$ cat src/rtl/cve2_obi_arbiter.sv
// ============================================================================
// cve2_obi_arbiter : two-master (fetch/data) to one-slave OBI arbiter, rev 1.0
// Optional round-robin arbitration via `CVE2_OBI_ARB_RR_EN (default: data wins)
// ============================================================================
`default_nettype none

module cve2_obi_arbiter #(
  parameter int unsigned MaxOutstanding = 2
) (
  input  logic        clk_i,
  input  logic        rst_ni,

  input  logic        instr_req_i,
  output logic        instr_gnt_o,
  output logic        instr_rvalid_o,
  input  logic [31:0] instr_addr_i,
  output logic [31:0] instr_rdata_o,
  output logic        instr_err_o,

  input  logic        data_req_i,
  output logic        data_gnt_o,
  output logic        data_rvalid_o,
  input  logic        data_we_i,
  input  logic [3:0]  data_be_i,
  input  logic [31:0] data_addr_i,
  input  logic [31:0] data_wdata_i,
  output logic [31:0] data_rdata_o,
  output logic        data_err_o,

  output logic        mem_req_o,
  input  logic        mem_gnt_i,
  input  logic        mem_rvalid_i,
  output logic        mem_we_o,
  output logic [3:0]  mem_be_o,
  output logic [31:0] mem_addr_o,
  output logic [31:0] mem_wdata_o,
  input  logic [31:0] mem_rdata_i,
  input  logic        mem_err_i,

  output logic        busy_o
);

  localparam int unsigned c_PTR_W = (MaxOutstanding > 1) ? $clog2(MaxOutstanding) : 1;
  localparam int unsigned c_DEPTH = 1 << c_PTR_W;
  localparam int unsigned c_CNT_W = $clog2(MaxOutstanding + 1);

  generate
    if (MaxOutstanding != 1 && MaxOutstanding != 2 && MaxOutstanding != 4) begin : g_param_check
      $error("cve2_obi_arbiter: MaxOutstanding must be 1, 2 or 4");
    end
  endgenerate

  logic [c_CNT_W-1:0] r_cnt;
  logic [c_DEPTH-1:0] r_fifo;
  logic [c_PTR_W-1:0] r_wptr;
  logic [c_PTR_W-1:0] r_rptr;
  logic               r_lock;
  logic               r_lock_id;

  logic w_full;
  logic w_any_req;
  logic w_arb_id;
  logic w_sel;
  logic w_hs;
  logic w_pop;
  logic w_head;

  // Wrap at MaxOutstanding; storage is padded to a power of two for indexing.
  function automatic logic [c_PTR_W-1:0] f_ptr_inc(input logic [c_PTR_W-1:0] p);
    return (p == c_PTR_W'(MaxOutstanding - 1)) ? '0 : p + c_PTR_W'(1);
  endfunction

  // Full is derived from registered state only, so rvalid never reaches mem_req_o.
  assign w_full    = (r_cnt == c_CNT_W'(MaxOutstanding));
  assign w_any_req = instr_req_i | data_req_i;
  assign mem_req_o = ~w_full & w_any_req;

`ifdef CVE2_OBI_ARB_RR_EN
  logic r_last;

  assign w_arb_id = (instr_req_i & data_req_i) ? ~r_last : data_req_i;

  always_ff @(posedge clk_i or negedge rst_ni) begin
    if (!rst_ni) begin
      r_last <= 1'b0;
    end else if (w_hs) begin
      r_last <= w_sel;
    end
  end
`else
  assign w_arb_id = data_req_i;
`endif

  // ID encoding: 0 = instr, 1 = data.
  assign w_sel  = r_lock ? r_lock_id : w_arb_id;
  assign w_hs   = mem_req_o & mem_gnt_i;
  assign w_head = r_fifo[r_rptr];
  assign w_pop  = mem_rvalid_i & (r_cnt != '0);

  always_comb begin
    mem_we_o    = 1'b0;
    mem_be_o    = 4'h0;
    mem_addr_o  = 32'h0;
    mem_wdata_o = 32'h0;
    if (w_any_req) begin
      if (w_sel) begin
        mem_we_o    = data_we_i;
        mem_be_o    = data_be_i;
        mem_addr_o  = data_addr_i;
        mem_wdata_o = data_wdata_i;
      end else begin
        mem_be_o    = 4'hF;
        mem_addr_o  = instr_addr_i;
      end
    end
  end

  assign instr_gnt_o    = w_hs & ~w_sel;
  assign data_gnt_o     = w_hs & w_sel;
  assign instr_rvalid_o = w_pop & ~w_head;
  assign data_rvalid_o  = w_pop & w_head;
  assign instr_rdata_o  = mem_rdata_i;
  assign data_rdata_o   = mem_rdata_i;
  assign instr_err_o    = mem_err_i;
  assign data_err_o     = mem_err_i;
  assign busy_o         = (r_cnt != '0);

  always_ff @(posedge clk_i or negedge rst_ni) begin
    if (!rst_ni) begin
      r_cnt     <= '0;
      r_fifo    <= '0;
      r_wptr    <= '0;
      r_rptr    <= '0;
      r_lock    <= 1'b0;
      r_lock_id <= 1'b0;
    end else begin
      if (w_hs && !w_pop) begin
        r_cnt <= r_cnt + c_CNT_W'(1);
      end else if (w_pop && !w_hs) begin
        r_cnt <= r_cnt - c_CNT_W'(1);
      end

      if (w_hs) begin
        r_fifo[r_wptr] <= w_sel;
        r_wptr         <= f_ptr_inc(r_wptr);
      end
      if (w_pop) begin
        r_rptr <= f_ptr_inc(r_rptr);
      end

      // A stalled request keeps its master selected until it is granted.
      if (w_hs) begin
        r_lock <= 1'b0;
      end else if (mem_req_o) begin
        r_lock    <= 1'b1;
        r_lock_id <= w_sel;
      end
    end
  end

  always_ff @(posedge clk_i) begin
    if (rst_ni) begin
      assert (!(mem_rvalid_i && (r_cnt == '0)))
        else $warning("cve2_obi_arbiter: rvalid with no outstanding transaction ignored");
      assert (!(r_lock && !(r_lock_id ? data_req_i : instr_req_i)))
        else $error("cve2_obi_arbiter: master withdrew a request before its grant");
    end
  end

endmodule

`default_nettype wire

$ cat config.mk
export PLATFORM = sky130hd
export DESIGN_NAME = cve2_obi_arbiter
export DESIGN_NICKNAME = d
export VERILOG_FILES = /design/src/rtl/cve2_obi_arbiter.sv
export SDC_FILE = /design/constraint.sdc
export NUM_CORES = 1
export LEC_CHECK = 0
export BUFFER_PORTS_ARGS = -buffer_cell sky130_fd_sc_hd__buf_2
export CAP_MARGIN = 30
export CORE_AREA = 10 10 101 103
export CTS_CLUSTER_DIAMETER = 200
export DETAILED_ROUTE_END_ITERATION = 6
export DIE_AREA = 0 0 111 113
export MAX_ROUTING_LAYER = met4
export PLACE_DENSITY = 0.65
export SETUP_SLACK_MARGIN = 0.15
export SKIP_LAST_GASP = 1
export SYNTH_ARGS = -nofsm -noshare
export SYNTH_HDL_FRONTEND = slang
export SYNTH_SLANG_ARGS = --single-unit
$ cat constraint.sdc
create_clock -name clk_i -period 5 [get_ports clk_i]
set_clock_uncertainty 0.2 [all_clocks]
set_input_delay 1 -clock clk_i [delete_from_list [all_inputs] [get_ports clk_i]]
set_output_delay 1 -clock clk_i [all_outputs]
set_load 0.01 [all_outputs]
# Yosys cells after proc, flatten, opt, wreduce, memory -nomap -nowiden
# Cells that the tools add are included.
op_classes:
  n_addsub: 4
  magnitude_cmp: 3
  eq_ne: 1
  muxes: 20
  n_bitwise: 12
  reduce_logical: 9
op_table:
  columns: ["op", "n"]
  rows:
  - ["$mux 32", 4]
  - ["$mux 1", 10]
  - ["$mux 4", 2]
  - ["$and 1x1->1", 7]
  - ["$reduce_bool 2->1", 3]
  - ["$lt 1x2->1 const B", 2]
  - ["$mux 2", 2]
  - ["$not 1->1", 4]
  - ["$logic_and 1x1->1", 3]
  - ["$add 1x1->1 const B", 2]
  - ["$add 2x1->2 const B", 1]
  - ["$bwmux 2", 1]
  - ["$eq 2x2->1 const B", 1]
  - ["$logic_not 1->1", 2]
  - ["$reduce_and 2->1", 1]
  - ["$sub 2x1->2 const B", 1]
  - ["$demux 1 s1", 1]
  - ["$ge 1x1->1 const B", 1]
  - ["$or 1x1->1", 1]
totals:
  regBits: 8

# Depth between registers and ports, before layout
logic_depth:
  word_depth: 8
  depth_mapped: 7

# Least setup slack after synthesis
# OpenSTA, ideal clock, no wires.
synth_path:
  path_kind: "in2out"
  from: "input port data_req_i"
  to: "output port mem_addr_o[0]"
  arrival_time_ps: 1664
  path_slack_ps: 2136
  path_stages: 4
  n_path_buf: 1
  path_cell_list: "mux2i_1 -> buf_2 -> nand2_1 -> a21oi_1"
synth_between:
  elab_chain_len: 3
synth_rtl:
  columns: ["element", "line", "rtl"]
  rows:
  - ["start, declared", "20", "input logic data_req_i,"]
  - ["$mux 1", "95", "assign w_sel = r_lock ? r_lock_id : w_arb_id;"]
  - ["$mux 32", "106", "if (w_sel) begin"]
  - ["$mux 32 (*)", "105", "if (w_any_req) begin"]
  - ["end, declared", "35", "output logic [31:0] mem_addr_o,"]
# Mark *: on every way between the ends. The rest lies on a longest branch, timed or not.

# Worst setup path after layout
layout_path:
  from: "input port data_req_i"
  to: "output port mem_addr_o[16]"
# The elaborated chain is that of the path after synthesis.

==> impl_summary.txt <==
----------------------------------------------------
[Die]
  Core Rows ... 33
  Die area ... between 10000 and 15000 µm²
  Placeable Area ... between 8000 and 9000 µm²
  Height of the die ... around 110 µm
  Initial Util ... around 22%
  Die boundary width ... 111 µm
  Top-level I/O count ... between 200 and 300

[Cells and area]
  Final Non-Filler Cells ... 470
  Core Util, Final ... between 20% and 30%
  Total inserted antenna cells ... 0
  Net count, final ... a little over 500
  Filler cell count in the final layout ... between 900 and 1000
  Ratio of cells with drive above 1 in the final layout ... 60.55%
  Layout Area Growth over Synthesis ... 29.94%

[Critical path]
  Crit path max-delay cell type ... mux2i_4
  CP Launch Type ... input port
  Worst path most repeated cell ... buf_2
  Data arrival time of the critical path ... approximately 2.4 ns
  Type of the worst setup path ... input port to primary output
  Worst-path fanout max ... 22
  Data required time at the worst endpoint ... ~3.8 ns
  Type of element capturing the critical path ... primary output
  Worst-path cell chain ... buf_2 -> mux2i_4 -> buf_4 -> nand2_1 -> a21oi_1 -> buf_2
  Biggest cell delay along the critical path ... around 0.52 ns

[Clocking]
  Clk slew on worst S/H paths ... roughly 0.040 ns
  Count of clock tree sinks ... 8
  Post-cts hold buffer count ... 0
  Number of buffers on the longest clock path ... 2
  Resized Gates After CTS ... 0
  Cts bufs inserted ... 3
  Insertion delay to the later sink of the worst-skew pair ... 0.23 ns
  Clock tree from TritonCTS ... done
  Number of setup buffers added after CTS ... 0
  Root buffer selected by CTS ... clkbuf_8
  H-Tree Level Count ... 1

[Logic synthesis]
  Main flop type after synthesis ... dfrtp_1
  Synth Area in XOR/XNOR ... 2.495%
  Post-Synthesis Net Count ... 400
  Post-synthesis compound-gate area fraction ... between 10% and 20%
  Total standard cell area after synthesis ... ~1800 µm²
  Post-Syn Area per Cell ... roughly 6.8 µm²
  Share of synthesized cell area in and, or, nand and nor gates ... approximately a third
  Synth Warn # ... 0
  Proportion of synthesized flip-flops having asynchronous set or reset ... 100.0%
  Multiplexer share of the synthesized area ... between 2 and 3%
  Count of flip-flops with a built-in enable after synthesis ... 0
  Synthesized instance count ... between 200 and 300
  Area share of fa/ha/maj cells after synthesis ... 0.7128%
  Distinct cells, synth ... 27
  Combinational family with the most area after synthesis ... buffers and inverters
  Share of the yosys chip area belonging to registers ... between 10% and 20%
  Number of register bits inferred by synthesis ... 8

[Timing]
  Time the worst path needs with I/O delays and setup ... about 3.6 ns
  Slew Viols, Final ... 0
  Final hold violations ... 0
  Aggregate negative setup slack ... 0 ns
  Slew headroom ... 42.54%
  Setup repair after global routing missed its margin ... false
  Final worst-path setup slack ... roughly 1.4 ns
  Maximum clock rate ... ~280 MHz
  Slew at the pin with the worst max-slew slack ... between 0.8 and 0.9 ns
  Post-route clock period utilization ... around 73%
  Number of failing setup endpoints in the final timing report ... 0

[Placement]
  Number of cells after detailed placement ... approximately 470
  Buffers on Ports ... approximately 180
  Routability congestion estimate from global placement ... roughly 0.84
  Worst slack, placed ... 1.338 ns
  Half-perimeter wire length after detailed placement ... between 7000 and 8000 µm

[Power and ir drop]
  Power density cells ... approximately 460 nW/µm²
  Max VDD drop ... about 0.24 mV
  Leakage power of the design ... roughly 0.0013 µW

[Route]
  DRC violations left ... 0
  Vias post-DR ... between 2000 and 2500
  Number of nets with antenna violations after detailed routing ... 0
  Initial DRC Count ... 76
  Sum of routed wire length over all layers ... approximately 8500 µm
  First-pass iteration count of the detailed router ... 4
  Wire per inst ... approximately 18 µm
  Per-cell via count in the routed design ... 4.317

[Global route]
  Largest net degree at the start of global routing ... 34
  First-pass GRT wire length ... roughly 13000 µm
  Number of global-route vias before repair ... roughly 2200
  Antenna violations before repair ... 0
  Total routing resource utilization after global routing ... 12.59%
  Remaining global-route overflow ... 0

[Worst hold path]
  Hold crit path type ... flop to flop

[Status]
  Result of the run ... completed

[Run]
  Number of max-cap violations ... 0

----------------------------------------------------
cell families (layout without fill, tap and decap cells):
family          after synthesis  count (layout)
mux                           4               4
fa+ha+maj                     1               1
buf+inv                      82             188
flops                         8               8
simple gates                120             120
compound gates               39              39
xor+xnor                      5               5
report_power, final:
part | switching [µW] | total [µW] | internal (µW)
registers | 40.8 | 140 | 99.0
clock network | 27.3 | 79.6 | 52.3
logic | 481 | 823 | 342
stage by stage:
step | total power, µW | hold WS, ns | area [µm²]
3_3_place_gp | 967.8 | 0.2860 | 2240
2_1_floorplan | 732.0 | 0.2679 | 1755
6_report | 1042 | 0.3100 | 2281
5_1_grt | 1148 | 0.3392 | 2281
4_1_cts | 1068 | 0.3096 | 2281
3_5_place_dp | 984.4 | 0.2994 | 2240
path summary, 6_finish.rpt:
path / from / end / slack (ns) / depth (start not counted)
worst max-delay path: data_req_i / mem_addr_o[16] / 1.37 / 6
worst min-delay path: r_rptr / r_rptr / 0.31 / 1
worst min register to register: r_rptr / r_rptr / 0.31 / 1
max in group asynchronous: rst_ni / r_wptr / 4.02 / 1
min in group asynchronous: rst_ni / r_rptr / 0.41 / 1
worst max register to register: r_cnt[0] / r_cnt[1] / 3.24 / 7
synth_stat cells, drive strengths merged (2+ instances only):
cell / number / share of area [%]
buf: 77 / 33
nand2: 65 / 15
a21oi: 34 / 14
and2: 33 / 12
nor2: 14 / 3.0
dfrtp: 8 / 11
a31oi: 3 / 1.1
clkbuf: 3 / 0.86
mux2i: 3 / 1.7
xnor2: 3 / 1.5
inv: 2 / 0.43
nor2b: 2 / 0.71
or2: 2 / 0.71
xor2: 2 / 1.0
worst max-delay path, delay by kind of cell:
family	cells	cell delay, ns
compound gates	1	0.15
buf+inv	3	0.67
mux	1	0.52
simple gates	1	0.08
state kept, by name, indices dropped and copies added (netlist names):
register,cells
r_cnt,2
r_fifo,2
r_lock_id,1
r_lock,1
r_wptr,1
r_rptr,1
cells in the final DEF, fill, tap and decap left out, types with 2 or more instances in the layout:
cell type / instances
nand2_1: 56
xor2_1: 2
a31oi_1: 3
a21oi_2: 20
or2_2: 2
clkbuf_8: 3
nor2b_1: 2
buf_4: 2
mux2i_1: 2
nor2_1: 13
dfrtp_1: 8
inv_1: 2
and2_1: 33
a21oi_1: 14
buf_2: 181
nand2_2: 9
xnor2_1: 3
per-layer routing:
| layer | routed length (µm) | global-route usage (%) | vias up |
|---|---|---|---|
| li1 | - | - | 961 |
| met1 | 2859 | 11.71 | 842 |
| met2 | 4389 | 22.96 | 214 |
| met3 | 1141 | 5.969 | 12 |
| met4 | 146 | 3.038 | 0 |
| met5 | 0 | - | - |
area by class of cell:
class | instances | area, µm² | area share, %
multi-input cells | 169 | 979.7 | 42.95
repair buffers | 183 | 920.9 | 40.37
flip-flops and latches | 8 | 200.2 | 8.777
well taps | 105 | 131.4 | 5.760
clock buffers | 3 | 41.29 | 1.810
inverters | 2 | 7.507 | 0.3291
Power figures use the tool's default switching activity.
